[src/rtl/exmem_prefetch_if.sv]
// Wishbone bundle between the CPU, the prefetch line buffer and the
// external-memory BRAM slave. Signal names keep the block-port view:
// *_i are driven into the prefetcher and *_o are driven by it.
interface exmem_prefetch_if;
  logic        wbs_cyc_i;
  logic        wbs_stb_i;
  logic        wbs_we_i;
  logic [3:0]  wbs_sel_i;
  logic [31:0] wbs_adr_i;
  logic [31:0] wbs_dat_i;
  logic        wbs_ack_o;
  logic [31:0] wbs_dat_o;

  logic        wbm_cyc_o;
  logic        wbm_stb_o;
  logic        wbm_we_o;
  logic [3:0]  wbm_sel_o;
  logic [31:0] wbm_adr_o;
  logic [31:0] wbm_dat_o;
  logic [31:0] wbm_dat_i;
  logic        wbm_ack_i;

  // Prefetcher side
  modport slave (
    input  wbs_cyc_i, wbs_stb_i, wbs_we_i, wbs_sel_i, wbs_adr_i, wbs_dat_i,
    output wbs_ack_o, wbs_dat_o,
    output wbm_cyc_o, wbm_stb_o, wbm_we_o, wbm_sel_o, wbm_adr_o, wbm_dat_o,
    input  wbm_dat_i, wbm_ack_i
  );

  // Environment side: CPU master plus memory slave
  modport master (
    output wbs_cyc_i, wbs_stb_i, wbs_we_i, wbs_sel_i, wbs_adr_i, wbs_dat_i,
    input  wbs_ack_o, wbs_dat_o,
    input  wbm_cyc_o, wbm_stb_o, wbm_we_o, wbm_sel_o, wbm_adr_o, wbm_dat_o,
    output wbm_dat_i, wbm_ack_i
  );
endinterface

[src/rtl/exmem_prefetch.sv]
// Single-line read prefetch buffer in front of the external-memory BRAM.
// Read misses fill a whole line with single beats; writes go straight
// through and are merged into the line only when it is resident.
//
// state | meaning
// IDLE  | waiting for an upstream request; hits resolved here
// FILL  | fetching the line one beat at a time, one idle cycle after each ack
// WRITE | forwarding one write downstream
// RESP  | one-cycle upstream ack slot
module exmem_prefetch #(
  parameter int LINE_WORDS = 4
) (
  input  logic            wb_clk_i,
  input  logic            wb_rst_i,
  exmem_prefetch_if.slave bus,
  output logic [15:0]     hit_cnt_o
);
  localparam int IDX_W = $clog2(LINE_WORDS);
  localparam int TAG_W = 30 - IDX_W;
  localparam logic [IDX_W-1:0] LAST_BEAT = IDX_W'(LINE_WORDS - 1);

  typedef enum logic [1:0] {IDLE, FILL, WRITE, RESP} state_t;

  state_t            state_q, state_d;
  logic              valid_q, valid_d;
  logic [TAG_W-1:0]  tag_q, tag_d;
  logic [TAG_W-1:0]  req_tag_q, req_tag_d;
  logic [IDX_W-1:0]  req_idx_q, req_idx_d;
  logic [IDX_W-1:0]  beat_q, beat_d;
  logic              fill_done_q, fill_done_d;
  logic [31:0]       resp_dat_q, resp_dat_d;
  logic [15:0]       hit_cnt_q, hit_cnt_d;
  logic              wbm_cyc_q, wbm_cyc_d;
  logic              wbm_we_q, wbm_we_d;
  logic [3:0]        wbm_sel_q, wbm_sel_d;
  logic [31:0]       wbm_adr_q, wbm_adr_d;
  logic [31:0]       wbm_dat_q, wbm_dat_d;
  logic [31:0]       line_q [LINE_WORDS];
  logic [31:0]       line_d [LINE_WORDS];

  logic              req;
  logic              ack;
  logic [TAG_W-1:0]  in_tag;
  logic [IDX_W-1:0]  in_idx;

  assign req    = bus.wbs_cyc_i & bus.wbs_stb_i;
  assign in_tag = bus.wbs_adr_i[31:2+IDX_W];
  assign in_idx = bus.wbs_adr_i[1+IDX_W:2];

  // An upstream abort simply masks the ack slot; the FSM still passes through RESP.
  assign ack           = (state_q == RESP) & req;
  assign bus.wbs_ack_o = ack;
  assign bus.wbs_dat_o = ack ? resp_dat_q : 32'h0;

  assign bus.wbm_cyc_o = wbm_cyc_q;
  assign bus.wbm_stb_o = wbm_cyc_q;
  assign bus.wbm_we_o  = wbm_we_q;
  assign bus.wbm_sel_o = wbm_sel_q;
  assign bus.wbm_adr_o = wbm_adr_q;
  assign bus.wbm_dat_o = wbm_dat_q;
  assign hit_cnt_o     = hit_cnt_q;

  // Next-state, downstream beat sequencing and line buffer updates.
  always_comb begin
    state_d     = state_q;
    valid_d     = valid_q;
    tag_d       = tag_q;
    req_tag_d   = req_tag_q;
    req_idx_d   = req_idx_q;
    beat_d      = beat_q;
    fill_done_d = fill_done_q;
    resp_dat_d  = resp_dat_q;
    hit_cnt_d   = hit_cnt_q;
    wbm_cyc_d   = wbm_cyc_q;
    wbm_we_d    = wbm_we_q;
    wbm_sel_d   = wbm_sel_q;
    wbm_adr_d   = wbm_adr_q;
    wbm_dat_d   = wbm_dat_q;
    line_d      = line_q;

    case (state_q)
      IDLE: begin
        if (req) begin
          req_tag_d = in_tag;
          req_idx_d = in_idx;
          if (bus.wbs_we_i) begin
            wbm_cyc_d = 1'b1;
            wbm_we_d  = 1'b1;
            wbm_sel_d = bus.wbs_sel_i;
            wbm_adr_d = bus.wbs_adr_i;
            wbm_dat_d = bus.wbs_dat_i;
            state_d   = WRITE;
          end else if (valid_q && (tag_q == in_tag)) begin
            resp_dat_d = line_q[in_idx];
            if (hit_cnt_q != 16'hFFFF) hit_cnt_d = hit_cnt_q + 16'd1;
            state_d    = RESP;
          end else begin
            // The buffer is about to be overwritten, so it stops being valid now.
            valid_d     = 1'b0;
            beat_d      = '0;
            fill_done_d = 1'b0;
            wbm_cyc_d   = 1'b1;
            wbm_we_d    = 1'b0;
            wbm_sel_d   = 4'hF;
            wbm_adr_d   = {in_tag, {IDX_W{1'b0}}, 2'b00};
            state_d     = FILL;
          end
        end
      end
      FILL: begin
        if (wbm_cyc_q) begin
          if (bus.wbm_ack_i) begin
            line_d[beat_q] = bus.wbm_dat_i;
            wbm_cyc_d      = 1'b0;
            if (beat_q == LAST_BEAT) fill_done_d = 1'b1;
            else                     beat_d      = beat_q + 1'b1;
          end
        end else if (fill_done_q) begin
          // The idle cycle after the last ack is the extra cycle of miss latency.
          valid_d    = 1'b1;
          tag_d      = req_tag_q;
          resp_dat_d = line_q[req_idx_q];
          wbm_sel_d  = 4'h0;
          state_d    = RESP;
        end else begin
          wbm_cyc_d = 1'b1;
          wbm_adr_d = {req_tag_q, beat_q, 2'b00};
        end
      end
      WRITE: begin
        if (bus.wbm_ack_i) begin
          wbm_cyc_d = 1'b0;
          wbm_we_d  = 1'b0;
          if (valid_q && (tag_q == req_tag_q)) begin
            for (int b = 0; b < 4; b++) begin
              if (wbm_sel_q[b]) line_d[req_idx_q][8*b +: 8] = wbm_dat_q[8*b +: 8];
            end
          end
          resp_dat_d = 32'h0;
          state_d    = RESP;
        end
      end
      RESP: begin
        state_d = IDLE;
      end
      default: state_d = IDLE;
    endcase
  end

  // Control and bus registers; reset abandons any downstream transaction.
  always_ff @(posedge wb_clk_i) begin
    if (wb_rst_i) begin
      state_q     <= IDLE;
      valid_q     <= 1'b0;
      tag_q       <= '0;
      req_tag_q   <= '0;
      req_idx_q   <= '0;
      beat_q      <= '0;
      fill_done_q <= 1'b0;
      resp_dat_q  <= 32'h0;
      hit_cnt_q   <= 16'h0;
      wbm_cyc_q   <= 1'b0;
      wbm_we_q    <= 1'b0;
      wbm_sel_q   <= 4'h0;
      wbm_adr_q   <= 32'h0;
      wbm_dat_q   <= 32'h0;
    end else begin
      state_q     <= state_d;
      valid_q     <= valid_d;
      tag_q       <= tag_d;
      req_tag_q   <= req_tag_d;
      req_idx_q   <= req_idx_d;
      beat_q      <= beat_d;
      fill_done_q <= fill_done_d;
      resp_dat_q  <= resp_dat_d;
      hit_cnt_q   <= hit_cnt_d;
      wbm_cyc_q   <= wbm_cyc_d;
      wbm_we_q    <= wbm_we_d;
      wbm_sel_q   <= wbm_sel_d;
      wbm_adr_q   <= wbm_adr_d;
      wbm_dat_q   <= wbm_dat_d;
    end
  end

  // Line storage is qualified by valid, so it needs no reset.
  always_ff @(posedge wb_clk_i) begin
    line_q <= line_d;
  end
endmodule

[src/flat_wrapper.sv]
// flat-port wrapper written by rule: the top's interface ports become plain ports
module exmem_prefetch_flat 
#(
  parameter int LINE_WORDS = 4
)
  (wb_clk_i, wb_rst_i, hit_cnt_o, bus_wbs_cyc_i, bus_wbs_stb_i, bus_wbs_we_i, bus_wbs_sel_i, bus_wbs_adr_i, bus_wbs_dat_i, bus_wbs_ack_o, bus_wbs_dat_o, bus_wbm_cyc_o, bus_wbm_stb_o, bus_wbm_we_o, bus_wbm_sel_o, bus_wbm_adr_o, bus_wbm_dat_o, bus_wbm_dat_i, bus_wbm_ack_i);
  exmem_prefetch_if bus_i ();
  input  logic wb_clk_i;
  input  logic wb_rst_i;
  output logic [15:0] hit_cnt_o;
  input wire logic [$bits(bus_i.wbs_cyc_i)-1:0] bus_wbs_cyc_i;
  input wire logic [$bits(bus_i.wbs_stb_i)-1:0] bus_wbs_stb_i;
  input wire logic [$bits(bus_i.wbs_we_i)-1:0] bus_wbs_we_i;
  input wire logic [$bits(bus_i.wbs_sel_i)-1:0] bus_wbs_sel_i;
  input wire logic [$bits(bus_i.wbs_adr_i)-1:0] bus_wbs_adr_i;
  input wire logic [$bits(bus_i.wbs_dat_i)-1:0] bus_wbs_dat_i;
  output wire logic [$bits(bus_i.wbs_ack_o)-1:0] bus_wbs_ack_o;
  output wire logic [$bits(bus_i.wbs_dat_o)-1:0] bus_wbs_dat_o;
  output wire logic [$bits(bus_i.wbm_cyc_o)-1:0] bus_wbm_cyc_o;
  output wire logic [$bits(bus_i.wbm_stb_o)-1:0] bus_wbm_stb_o;
  output wire logic [$bits(bus_i.wbm_we_o)-1:0] bus_wbm_we_o;
  output wire logic [$bits(bus_i.wbm_sel_o)-1:0] bus_wbm_sel_o;
  output wire logic [$bits(bus_i.wbm_adr_o)-1:0] bus_wbm_adr_o;
  output wire logic [$bits(bus_i.wbm_dat_o)-1:0] bus_wbm_dat_o;
  input wire logic [$bits(bus_i.wbm_dat_i)-1:0] bus_wbm_dat_i;
  input wire logic [$bits(bus_i.wbm_ack_i)-1:0] bus_wbm_ack_i;
  assign bus_i.wbs_cyc_i = bus_wbs_cyc_i;
  assign bus_i.wbs_stb_i = bus_wbs_stb_i;
  assign bus_i.wbs_we_i = bus_wbs_we_i;
  assign bus_i.wbs_sel_i = bus_wbs_sel_i;
  assign bus_i.wbs_adr_i = bus_wbs_adr_i;
  assign bus_i.wbs_dat_i = bus_wbs_dat_i;
  assign bus_wbs_ack_o = bus_i.wbs_ack_o;
  assign bus_wbs_dat_o = bus_i.wbs_dat_o;
  assign bus_wbm_cyc_o = bus_i.wbm_cyc_o;
  assign bus_wbm_stb_o = bus_i.wbm_stb_o;
  assign bus_wbm_we_o = bus_i.wbm_we_o;
  assign bus_wbm_sel_o = bus_i.wbm_sel_o;
  assign bus_wbm_adr_o = bus_i.wbm_adr_o;
  assign bus_wbm_dat_o = bus_i.wbm_dat_o;
  assign bus_i.wbm_dat_i = bus_wbm_dat_i;
  assign bus_i.wbm_ack_i = bus_wbm_ack_i;
  exmem_prefetch #(.LINE_WORDS(LINE_WORDS)) u_core (.wb_clk_i(wb_clk_i), .wb_rst_i(wb_rst_i), .bus(bus_i), .hit_cnt_o(hit_cnt_o));
endmodule
[config.mk]
export PLATFORM = sky130hd
export DESIGN_NAME = exmem_prefetch_flat
export DESIGN_NICKNAME = d
export VERILOG_FILES = /design/src/rtl/exmem_prefetch_if.sv /design/src/rtl/exmem_prefetch.sv /design/src/flat_wrapper.sv
export SDC_FILE = /design/constraint.sdc
export NUM_CORES = 1
export LEC_CHECK = 0
export ABC_AREA = 1
export ABC_CLOCK_PERIOD_IN_PS = 2600
export CORE_MARGIN = 4
export CORE_UTILIZATION = 56
export CTS_CLUSTER_DIAMETER = 80
export CTS_CLUSTER_SIZE = 40
export DETAILED_ROUTE_END_ITERATION = 7
export GPL_TIMING_DRIVEN = 0
export PLACE_DENSITY = 0.81
export SETUP_SLACK_MARGIN = 0.5
export SLEW_MARGIN = 20
export SYNTH_ARGS = -nofsm -noshare
export SYNTH_HDL_FRONTEND = slang
export SYNTH_SLANG_ARGS = --single-unit
[constraint.sdc]
create_clock -name wb_clk_i -period 2.6 [get_ports wb_clk_i]
set_clock_uncertainty 0.05 [all_clocks]
set_input_delay 0.52 -clock wb_clk_i [delete_from_list [all_inputs] [get_ports wb_clk_i]]
set_output_delay 0.52 -clock wb_clk_i [all_outputs]
set_load 0.02 [all_outputs]
==> flow_metrics.tcl, run 1 <==
set metrics [dict create \
    core-area_um2 28800 \
    route.detailed.drc 2 \
    drive_gt1_frac 0.155 \
    clock_path_buffers 3 \
    io_pins 226 \
    syn_avg_cell_area_um2 7.24 \
    nFillCells 2088 \
    slowest_stage "dfxtp_1" \
    drtIter0Drc 2979 \
    clk_latency_ns 0.57 \
    power_per_cell_area_nw_per_um2 911 \
    cts_sinks 310 \
    grtUsageTotal 0.352 \
    die_y_um 179 \
    cp-end-kind "register" \
    yosys.area.top_type_share 0.235 \
    detailed_place_hpwl_mm 42.0 \
    setup_viol 0 \
    final_cell_count_no_fill 2940 \
    run_status "finished, violations left" \
    multi_input_area_um2 8040 \
    timing.fmax_mhz 436 \
    yosysSeqAreaShare 0.457 \
    die_w_um 179 \
    start_util 0.569 \
    peakVddDrop_v 0.000842 \
    cap_violations 0 \
    cpMostUsedCell "nand2_1" \
    synth_xor_xnor_area_share 0.00535 \
    p_total_mw 19.5 \
    layout_setup_ws_ns 0.307 \
    clockRootBuffer "clkbuf_16" \
    drt-vias-per-instance 6.17 \
    mostFrequentLayoutCell "nand2_1" \
    min_period_over_period 0.882 \
    drt_wl_total_mm 60.6 \
    gp_congestion 0.991 \
    ff_latch_area_um2 7510 \
    cp.required_ns 2.83 \
    ys_ff_latch 310 \
    vias 18100 \
    worstSetupStartpointType "register" \
    grt_antenna_before_repair 2 \
    critPathArrivalTime_ns 2.52 \
    yosys.area.top_type "edfxtp_1" \
    die_area_um2 32100 \
    dr.pass1.iters 8 \
    areaGrowthSynthToFinish_pct 30.9 \
    cp_cell_sequence "clkbuf_2 -> inv_1 -> buf_2 -> buf_4 -> nand2_2 -> nand2_1 -> nand2_1 -> nor2_4 -> buf_12" \
    cts_tree "yes" \
    drv_slew 0 \
    cts_hold_buf 0 \
    wl_per_cell_um 20.6 \
    clk_pin_slew_ns 0.15 \
    yosysWarnings 0 \
    final_nets 2661 \
    slowest_delay_ns 0.33 \
    violations "DRC" \
    worst_pin_slew_ns 0.757 \
    path_class "reg2reg" \
    synth_simple_gate_area_frac 0.262 \
    cts-buffers-inserted 16 \
    syn_inst 2262 \
    synthFlopType "dfxtp_1" \
    setup_tns_ns 0 \
    cp_max_fo 10 \
    dp.cells 2870 \
    rows 62 \
    design_area_um2 21400 \
    synthMuxAreaShare 0.000611 \
    async_reset_ff_frac 0 \
    leakage_nw 9.65 \
    hold_viol 0 \
    postRouteAntennaNets 0 \
    fin_crit_ns 2.29 \
    slew_headroom 0.495 \
    min_path_type "in2reg" \
    synth_cell_types 37 \
    synth_compound_gate_area_share 0.173 \
    synth_fa_ha_area_frac 0.00764 \
    grt_setup_unrepaired "true" \
    synth_edf_count 128 \
    grt_pass1_vias 16900 \
    cts.htree.levels 1 \
    mostFrequentLayoutCells "430 x nand2_1, 234 x nor2_1, 209 x inv_1" \
    grt_overflow_total 0 \
    syn-num-nets 2378 \
    pre_cts_ws_ns -0.720 \
    synth_area_leaders "edfxtp_1 23%, dfxtp_1 22%, nand2_1 11%" \
    numPortBuffers 224 \
    placedInstanceArea_um2 19100 \
    synth_top_family_by_area "simple AND/OR/NAND/NOR gates" \
    syn-cell-area_um2 16400 \
    grt_pass1_wl_mm 89.3 \
    grt_start_max_net_pins 41 \
]
-- synth_stat cells (2+ instances only) --
cell type  instances
nand2_1          487
nor2_1           280
inv_1            217
nand3_1          215
a21oi_1          193
dfxtp_1          182
o22ai_1          137
o21ai_0          132
edfxtp_1         128
clkbuf_1         111
a41oi_1           32
nand4_1           25
buf_1             23
inv_2             17
buf_2             14
ha_1              10
nor3_1             9
or2_2              9
buf_6              6
xor2_1             6
clkinv_1           4
xnor2_1            4
nor4_1             3
a31oi_1            2
nand3b_1           2
nor2_4             2
o2111ai_1          2
-- logic make-up after synthesis --
kind of cell / after synthesis
muxes: 1
buffers and inverters: 393
adders and majority gates: 10
xor gates and xnor gates: 10
DFF: 310
AOI/OAI and AO/OA: 502
and+or+nand+nor: 1036
-- timing repair --
item | 4_1_cts | 5_1_grt
resized for setup | 319 | 371
buffers inserted | 22 | 9
pin swaps | 30 | 65
endpoints found under the setup margin | 508 | 502
cloned | 2 | 8
-- final timing paths --
path,start,end,slack (ns),cells past startpoint
worst max-delay path,u_core.req_idx_q[0]$_SDFFE_PP0P_,u_core.line_q[124]$_DFFE_PP_,0.31,9
worst min-delay path,bus_wbs_adr_i[6],u_core.req_tag_q[2]$_SDFFE_PP0P_,0.22,3
worst max register to register,u_core.req_idx_q[0]$_SDFFE_PP0P_,u_core.line_q[124]$_DFFE_PP_,0.31,9
worst min register to register,u_core.req_tag_q[4]$_SDFFE_PP0P_,u_core.tag_q[4]$_SDFFE_PP0P_,0.41,2
-- sequential cells by signal, summed over array words and instances (netlist names) --
register and flops:
u_core.req_idx_q 2, u_core.bus.wbm_sel_o 4, u_core.valid_q 1, u_core.fill_done_q 1
u_core.resp_dat_q 32, u_core.hit_cnt_o 16, u_core.req_tag_q 28, u_core.bus.wbm_dat_o 32
u_core.state_q 2, u_core.bus.wbm_we_o 1, u_core.line_q 128, u_core.beat_q 2
u_core.bus.wbm_adr_o 32, u_core.tag_q 28, u_core.bus.wbm_cyc_o 1
-- final cells by class --
| type | instances | area share |
|---|---|---|
| multi-input cells | 1559 | 0.375 |
| diodes | 1 | 0.000117 |
| flip-flops and latches | 310 | 0.350 |
| inverters | 238 | 0.0421 |
| clock inverters | 10 | 0.00671 |
| plain buffers | 155 | 0.0437 |
| clock buffers | 18 | 0.0200 |
| repair buffers | 265 | 0.139 |
| well taps | 384 | 0.0224 |
-- worst max-delay path, delay by kind of cell (launching register included) --
kind	cells	cell delay, ns
buffers and inverters	5	0.92
and+or+nand+nor	4	0.68
DFF	1	0.33
-- per-layer routing --
layer | wire length, um | vias up | global-route usage | share of wire
met5 | 13 | - | 0 | 0.00021
met4 | 3250 | 2 | 0.156 | 0.054
met3 | 7060 | 340 | 0.0645 | 0.12
met2 | 29300 | 1392 | 0.605 | 0.48
met1 | 21000 | 8227 | 0.431 | 0.35
li1 | - | 8174 | - | -
-- power breakdown --
part	total [mW]	switching, mW	internal (mW)	leakage [nW]
Sequential	6.94	0.670	6.27	2.63
Clock	3.19	1.86	1.33	0.278
Combinational	9.39	5.92	3.47	6.74
-- through the flow --
step           hold WS (ns)  utilization
6_report              0.222        0.745
5_1_grt               0.228        0.745
4_1_cts               0.427        0.710
3_5_place_dp          0.421        0.664
3_3_place_gp          0.411        0.664
2_1_floorplan         0.404            -
Power figures use the tool's default switching activity.
==> inputs of run 2 (changes only) <==
Settings changed: CORE_ASPECT_RATIO from default to 0.9.
==> flow_metrics.tcl, run 2 (synthesized netlist as in run 1, its figures left out) <==
set metrics [dict create \
    run_status "finished, violations left" \
    violations "DRC" \
    slowest_stage "dfxtp_4" \
    clockRootBuffer "clkbuf_16" \
    worst_pin_slew_ns 0.947 \
    grt_pass1_wl_mm 93.2 \
    grt_overflow_total 0 \
    dr.pass1.iters 8 \
    grtUsageTotal 0.362 \
    gp_congestion 0.992 \
    mostFrequentLayoutCells "450 x nand2_1, 218 x nor2_1, 206 x inv_1, 206 x nand3_1, 191 x a21oi_1" \
    drive_gt1_frac 0.161 \
    postRouteAntennaNets 0 \
    use_met3 0.0742 \
    core-area_um2 28900 \
    cp_cell_sequence "ha_4 -> nand2_8 -> clkbuf_16 -> nor2_2 -> buf_6" \
    use_met1 0.467 \
    drt-vias-per-instance 6.13 \
    clk_latency_ns 0.55 \
    vias 18100 \
    areaGrowthSynthToFinish_pct 33.0 \
    leakage_nw 9.86 \
    holdWs_ns 0.240 \
    worstSetupStartpointType "register" \
    gr-usage-met2 0.608 \
    final_nets 2670 \
    cts-buffers-inserted 15 \
    cp_max_fo 5 \
    design_area_um2 21800 \
    timing.fmax_mhz 440 \
    fin_crit_ns 2.27 \
    cp-end-kind "output port" \
    slew_headroom 0.369 \
    grt_setup_unrepaired "true" \
    cts_hold_buf 0 \
    drtIter0Drc 2836 \
    grt_pass1_vias 17100 \
    clock_path_buffers 3 \
    min_path_type "in2reg" \
    numPortBuffers 224 \
    grt.busiest_layer "met2" \
    grt_antenna_before_repair 1 \
    path_class "reg2out" \
    hold_viol 0 \
    top_register "u_core.line_q" \
    min_period_over_period 0.874 \
    cts_tree "yes" \
    peakVddDrop_v 0.000722 \
    setup_viol 0 \
    die_y_um 170 \
    largest_reg_flops 128 \
    p_switching_mw 8.51 \
    power_per_cell_area_nw_per_um2 894 \
    grt_start_max_net_pins 38 \
    die_area_um2 32100 \
    io_pins 226 \
    die_w_um 188 \
    mostFrequentLayoutCell "nand2_1" \
    antenna_cells 0 \
    dp.cells 2882 \
    p_int_mw 11.0 \
    rows 59 \
    critPathArrivalTime_ns 1.70 \
    pwr-share-clk 0.156 \
    drv_slew 0 \
    cp.required_ns 2.03 \
    drt_wl_total_mm 63.1 \
    placedInstanceArea_um2 19100 \
    p_total_mw 19.5 \
    detailed_place_hpwl_mm 42.8 \
    switching_share 0.437 \
    cts.htree.levels 1 \
    slowest_delay_ns 0.39 \
    final_cell_count_no_fill 2959 \
    power_frac_seq 0.357 \
    cap_violations 0 \
    clk_pin_slew_ns 0.12 \
    route.detailed.drc 1 \
    cts_sinks 310 \
    wl_per_cell_um 21.3 \
    p_comb_frac 0.487 \
    start_util 0.568 \
]
[run 2: cell count changes in the layout (fill, tap and decap cells not counted), moves of 13 or more]
cell,change
buf_4,-27
buf_6,+24
clkdlybuf4s50_1,-15
dfxtp_1,-13
dlymetal6s2s_1,+15
nand2_1,+20
nor2_1,-16
nor2_4,+22
[run 2: worst max-delay path, delay by kind of cell (launching register included)]
family | cells | cell delay, ns
simple gates | 2 | 0.22
fa+ha+maj | 1 | 0.24
flops | 1 | 0.39
buf+inv | 2 | 0.32
[run 2: what timing repair did]
item,CTS,global route
endpoints found under the setup margin,518,531
gates resized for setup,331,425
gates cloned,4,7
pin swaps,25,50
setup buffers,20,20
endpoints found under the hold margin,0,0
[run 2: final cells by class]
| type | instances | area, um2 |
|---|---|---|
| fill | 2097 | 7080 |
| timing repair buffer | 274 | 3290 |
| sequential | 310 | 7540 |
| clock inverter | 11 | 139 |
| inverter | 238 | 908 |
| buffer | 155 | 935 |
| multi-input combinational | 1560 | 8110 |
| tap | 396 | 495 |
| clock buffer | 15 | 375 |
[run 2: through the flow]
stage | worst slack, ns | utilization | TNS [ns]
2_1_floorplan | 0.484 | - | 0
3_3_place_gp | -0.690 | 0.662 | -87.57
3_5_place_dp | -0.754 | 0.662 | -102.59
4_1_cts | 0.336 | 0.712 | 0
5_1_grt | 0.309 | 0.755 | 0
6_report | 0.327 | 0.755 | 0
[run 2: power by group through the flow]
stage | Sequential [mW] | Combinational [mW] | Clock (mW)
after floorplan | 7.19 | 4.44 | 0
after global placement | 6.95 | 7.27 | 0
after detailed placement | 7.00 | 7.42 | 0
after CTS | 6.90 | 8.41 | 3.02
after global routing | 7.04 | 10.1 | 3.19
final | 6.95 | 9.48 | 3.05
[run 2: worst paths after layout]
| check | startpoint | endpoint | slack, ns | cells past startpoint |
|---|---|---|---|---|
| min reg2reg | u_core.tag_q[26]$_SDFFE_PP0P_ | u_core.tag_q[26]$_SDFFE_PP0P_ | 0.43 | 2 |
| max reg2reg | u_core.state_q[0]$_SDFFE_PP0P_ | u_core.resp_dat_q[28]$_SDFFE_PP0P_ | 0.37 | 13 |
| max | u_core.state_q[0]$_SDFFE_PP0P_ | bus_wbs_dat_o[2] | 0.33 | 5 |
| min | bus_wbs_adr_i[8] | u_core.req_tag_q[4]$_SDFFE_PP0P_ | 0.24 | 3 |
[run 2: layer usage]
| layer | up-vias | share of wire |
|---|---|---|
| met5 | - | 0.00029 |
| met4 | 2 | 0.040 |
| met3 | 245 | 0.13 |
| met2 | 1416 | 0.47 |
| met1 | 8301 | 0.36 |
| li1 | 8183 | - |
